**src/rtl/yutorina_spm_loader.sv**
```systemverilog
// yutorina_spm_loader
//   Boot-time writer for the SPM instruction port. It takes a byte stream
//   (2-byte big-endian length header followed by big-endian 32-bit words),
//   writes each word at consecutive word addresses from 0, and keeps the
//   CPU core held in reset until the image is fully loaded.
//
// Ports
//   clock, reset          rising-edge clock, synchronous active-high reset
//   start                 one-cycle pulse, begins a session (IDLE/DONE/ERROR)
//   byte_valid/byte_data  incoming stream byte
//   byte_ready            loader consumes the byte this cycle
//   spm_address           SPM word address
//   spm_address_strobe_   active-low SPM access strobe (one cycle per word)
//   spm_read_write        1 = read (idle), 0 = write
//   spm_write_data        word being written
//   words_written         words committed this session
//   busy / done / error   session status (done, error sticky until start)
//   cpu_hold              core reset hold, busy | ~done
module yutorina_spm_loader #(
  parameter int WORD_WIDTH    = 32,
  parameter int ADDRESS_WIDTH = 12
) (
  input  logic                     clock,
  input  logic                     reset,
  input  logic                     start,
  input  logic                     byte_valid,
  input  logic [7:0]               byte_data,
  output logic                     byte_ready,
  output logic [ADDRESS_WIDTH-1:0] spm_address,
  output logic                     spm_address_strobe_,
  output logic                     spm_read_write,
  output logic [WORD_WIDTH-1:0]    spm_write_data,
  output logic [ADDRESS_WIDTH:0]   words_written,
  output logic                     busy,
  output logic                     done,
  output logic                     error,
  output logic                     cpu_hold
);

  typedef enum logic [2:0] {
    IDLE, LEN_HI, LEN_LO, DATA, WRITE, DONE, ERROR
  } state_t;

  localparam int unsigned                CAPACITY = 32'd1 << ADDRESS_WIDTH;
  localparam logic [ADDRESS_WIDTH:0]     WW_ONE   = 1;
  localparam logic [ADDRESS_WIDTH-1:0]   ADDR_ONE = 1;

  state_t      state, state_n;
  logic [15:0] length;
  logic [1:0]  byte_idx;
  logic        take;
  logic [15:0] len_full;
  logic        oversize;
  logic        last_word;

  assign take      = byte_valid && byte_ready;
  // Full header as it will be once the low byte is taken this cycle.
  assign len_full  = {length[15:8], byte_data};
  assign oversize  = 32'(len_full) > CAPACITY;
  assign last_word = (32'(words_written) + 32'd1) == 32'(length);
  assign cpu_hold  = busy | ~done;

  always_comb begin
    state_n = state;
    case (state)
      IDLE:   if (start) state_n = LEN_HI;
      LEN_HI: if (take) state_n = LEN_LO;
      LEN_LO: if (take) begin
        if (len_full == 16'd0) state_n = DONE;
        else if (oversize)     state_n = ERROR;
        else                   state_n = DATA;
      end
      DATA:   if (take && byte_idx == 2'd3) state_n = WRITE;
      WRITE:  state_n = last_word ? DONE : DATA;
      DONE:   if (start) state_n = LEN_HI;
      ERROR:  if (start) state_n = LEN_HI;
      default: state_n = IDLE;
    endcase
  end

  always_ff @(posedge clock) begin
    if (reset) begin
      state               <= IDLE;
      length              <= '0;
      byte_idx            <= '0;
      byte_ready          <= 1'b0;
      busy                <= 1'b0;
      done                <= 1'b0;
      error               <= 1'b0;
      spm_address_strobe_ <= 1'b1;
      spm_read_write      <= 1'b1;
      spm_address         <= '0;
      spm_write_data      <= '0;
      words_written       <= '0;
    end else begin
      state <= state_n;
      // Status/strobe flops are loaded from the next state so they line up
      // exactly with the state they describe.
      byte_ready          <= (state_n == LEN_HI) || (state_n == LEN_LO) || (state_n == DATA);
      busy                <= (state_n == LEN_HI) || (state_n == LEN_LO) ||
                             (state_n == DATA)   || (state_n == WRITE);
      done                <= (state_n == DONE);
      error               <= (state_n == ERROR);
      spm_address_strobe_ <= (state_n != WRITE);
      spm_read_write      <= (state_n != WRITE);

      if (take && state == LEN_HI) length[15:8] <= byte_data;
      if (take && state == LEN_LO) begin
        length[7:0] <= byte_data;
        byte_idx    <= 2'd0;
        spm_address <= '0;
      end
      // Shift-in assembly: after four bytes the first lands in [31:24].
      if (take && state == DATA) begin
        spm_write_data <= {spm_write_data[WORD_WIDTH-9:0], byte_data};
        byte_idx       <= byte_idx + 2'd1;
      end
      // Post-increment may wrap the address only after the final write.
      if (state == WRITE) begin
        words_written <= words_written + WW_ONE;
        spm_address   <= spm_address + ADDR_ONE;
      end
      if (start && (state == IDLE || state == DONE || state == ERROR))
        words_written <= '0;
    end
  end

endmodule
```
**config.mk**
```make
export PLATFORM = sky130hd
export DESIGN_NAME = yutorina_spm_loader
export DESIGN_NICKNAME = d
export VERILOG_FILES = /design/src/rtl/yutorina_spm_loader.sv
export SDC_FILE = /design/constraint.sdc
export NUM_CORES = 1
export LEC_CHECK = 0
export BUFFER_PORTS_ARGS = -buffer_cell sky130_fd_sc_hd__buf_2
export CORE_MARGIN = 1.5
export CORE_UTILIZATION = 49
export DETAILED_ROUTE_END_ITERATION = 16
export GPL_TIMING_DRIVEN = 0
export PLACE_DENSITY = 0.75
export SKIP_LAST_GASP = 1
export SYNTH_ARGS = -nofsm -noshare
export SYNTH_HDL_FRONTEND = slang
export SYNTH_SLANG_ARGS = --single-unit
export TNS_END_PERCENT = 5
```
**constraint.sdc**
```tcl
create_clock -name clock -period 2.15 [get_ports clock]
set_input_delay 0 -clock clock [delete_from_list [all_inputs] [get_ports clock]]
set_output_delay 0 -clock clock [all_outputs]
set_load 0.1 [all_outputs]
```
==> flow_summary.json <==
{
  "path_class": "reg -> reg",
  "synth-compound-area-share_pct": 16.0,
  "finalWeightedCongestion": 0.921,
  "grt_setup_unrepaired": "true",
  "cp.required_ps": 2420,
  "insertion_delay_ps": 360,
  "power.share.clock_pct": 40.2,
  "drive_gt1_share_pct": 24.9,
  "power_density_nw_per_um2": 618,
  "die_h_um": 90.7,
  "worstMarginPinSlew_ps": 709,
  "num_antenna_cells": 0,
  "syn-mean-instance-area_um2": 7.90,
  "clock.fmax_mhz": 425,
  "synth_top_family_by_area": "simple AND/OR/NAND/NOR gates",
  "period_needed_ps": 2350,
  "ff2ff_setup_slack_ps": -200,
  "synth_edf_count": 0,
  "endpoint_kind": "register",
  "setup_viol": 5,
  "finalHoldViolCount": 0,
  "clock_path_buffers": 2,
  "power_frac_comb_pct": 7.1,
  "finalWorstSetupSlack_ps": -205,
  "initial_core_util_pct": 51.4,
  "viasPerCell": 5.63,
  "clockRootBuffer": "clkbuf_8",
  "layout.nets": 593,
  "min_period_over_period_pct": 110,
  "synth_fa_ha_area_share_pct": 0.996,
  "post-place-ws_ps": -394,
  "ir_worst_vdd_mv": 0.372,
  "avgRoutedWirePerCell_um": 14.9,
  "die_x_um": 90.7,
  "cap_violations": 0,
  "ys_seq_area_share_pct": 44.1,
  "crit_chain": "buf_4, nand4_1, buf_4, nor3_2, mux2i_1, mux2i_1, or4_4, a311oi_2",
  "syn-instance-count": 477,
  "io_buffer_count": 74,
  "clkSlewWorstSetupHoldPaths_ps": 90,
  "drcViolationCount": 0,
  "crit_slowest_cell": "or4_4",
  "pin_count": 76,
  "power.net_switching_uw": 783,
  "num-fill-cells": 619,
  "switching_share_pct": 26.6,
  "layout_common_cells": "nand2_1 (97), buf_2 (75), dfxtp_1 (68)",
  "antenna_found_initial": 0,
  "violations": "negative setup slack",
  "cts_buffers": 9,
  "totalWireLength_mm": 10.2,
  "cp-start-kind": "register",
  "areaGrowthSynthToFinish_pct": 26.3,
  "ys_types": 50,
  "vias": 3842,
  "ys.flop_type": "dfxtp_1",
  "path_max_fanout": 5,
  "seqPwrFrac_pct": 52.7,
  "yosys.area_share.simple_pct": 26.5,
  "cts_sinks": 83,
  "p_int_mw": 2.16,
  "async_flop_share_pct": 0,
  "ys_seq_elements": 83,
  "p_leak_nw": 1.80,
  "grt_pass1_wl_mm": 16.4,
  "syn_area_um2": 3770,
  "finalMaxSlewViolations": 0,
  "final_common_cell": "nand2_1",
  "grt_usage_pct": 24.8,
  "core_area_um2": 7330,
  "synthXorXnorAreaFrac_pct": 5.58,
  "finalPower_mw": 2.94,
  "slowest_delay_ps": 530,
  "relSlewSlack_pct": 52.4,
  "htreeDepth": 3,
  "grt_pass1_vias": 3400,
  "syn-num-nets": 492,
  "tritoncts": "built",
  "grt_max_degree": 17,
  "place_hpwl_mm": 7.22,
  "ys.warnings.count": 0,
  "drtPass1Iterations": 5,
  "clock_skew_ps": 9.00,
  "dieArea_um2": 8230,
  "worst_ep_arrival_time_ps": 2630,
  "hp-class": "in -> reg",
  "drt-initial-drc-count": 208,
  "gr-total-overflow": 0,
  "ant_nets": 0,
  "muxShareOfSynthArea_pct": 2.95,
  "fp-row-count": 31,
  "status": "finished with violations"
}
## critical path, delay by kind of cell, from the launching register on
kind | cells | cell delay, ps
buffers and inverters | 2 | 340
flip-flops | 1 | 400
AND/OR/NAND/NOR | 3 | 940
AO/OA/AOI/OAI | 1 | 190
multiplexers | 2 | 400
## per-stage QoR
stage | util [%] | hold slack [ps] | instances | area (um2) | TNS [ps]
final | 64.9 | 147 | 682 | 4760 | -663
after global routing | 64.9 | 138 | 682 | 4760 | -4150
after CTS | 63.9 | 119 | 679 | 4690 | -1310
after detailed placement | 59.2 | 293 | 650 | 4340 | -3810
after global placement | 59.2 | 280 | 650 | 4340 | -2960
after floorplan | - | 136 | 477 | 3850 | -1030
## cell type report
cell class	instances	area [um2]	share of cell area [%]
plain buffers	25	110	2.31
clock buffers	9	124	2.60
clock inverters	7	82.6	1.73
inverters	8	30.0	0.631
multi-input cells	357	2040	42.9
flip-flops and latches	83	1710	35.9
well taps	99	124	2.60
repair buffers	94	541	11.4
## timing repair
item                                   CTS  global route
hold buffers                             8             0
buffers inserted                         7             5
pin swaps                                5             5
resized for setup                        6            13
setup endpoints to repair               33            60
endpoints found under the hold margin   24             0
## worst paths after layout
kind | start | endpoint | cells after the start
min reg2reg | spm_write_data[25] | spm_write_data[25] | 2
max | words_written[0] | done | 8
min | start | words_written[1] | 3
max reg2reg | words_written[0] | done | 8
## sequential cells by signal, indices dropped and copies added, names as in the netlist
register	count
busy	1
byte_idx	2
spm_read_write	1
state	3
length	16
spm_write_data	32
byte_ready	1
spm_address	12
error	1
done	1
words_written	13
## synth_stat cells, drive strengths merged, types with 2 or more instances
master	number	share of area (%)
a211oi	4	0.80
a21oi	62	8.2
a22oi	2	0.40
a31oi	4	0.66
and3	2	0.33
and4	3	0.73
buf	6	0.80
clkbuf	23	2.3
dfxtp	83	44
ha	3	1.0
inv	8	0.80
mux2i	10	2.7
nand2	97	9.7
nand2b	2	0.33
nand3	16	2.1
nand3b	3	0.60
nand4	8	1.3
nor2	46	4.6
nor2b	3	0.50
nor3	5	0.66
nor3b	2	0.40
nor4	11	1.8
nor4b	2	0.46
o21ai	16	2.1
o31ai	4	0.80
or2	3	0.50
or3	4	0.66
or3b	2	0.46
or4	4	0.90
xnor2	14	3.3
xor2	10	2.3
## power groups by stage
stage	Combinational, mW	Clock (mW)	Sequential [mW]
floorplan	0.0928	0	1.62
global route	0.226	1.27	1.55
finish	0.209	1.18	1.55
detailed placement	0.187	0	1.58
global placement	0.185	0	1.58
CTS	0.199	1.19	1.55
## cell families after synthesis
group | Yosys count
AND/OR/NAND/NOR | 215
XOR/XNOR | 24
adder cells (fa/ha/maj) | 3
multiplexers | 11
flip-flops | 83
buffers and inverters | 37
AO/OA/AOI/OAI | 104
## routing by layer
| layer | vias to the layer above | global-route usage (%) | routed length (um) |
|---|---|---|---|
| li1 | 1860 | - | - |
| met1 | 1803 | 31.9 | 4460 |
| met2 | 156 | 40.6 | 4820 |
| met3 | 23 | 4.38 | 620 |
| met4 | 0 | 10.6 | 271 |
| met5 | - | 0 | 0 |
Power figures use the tool's default switching activity.
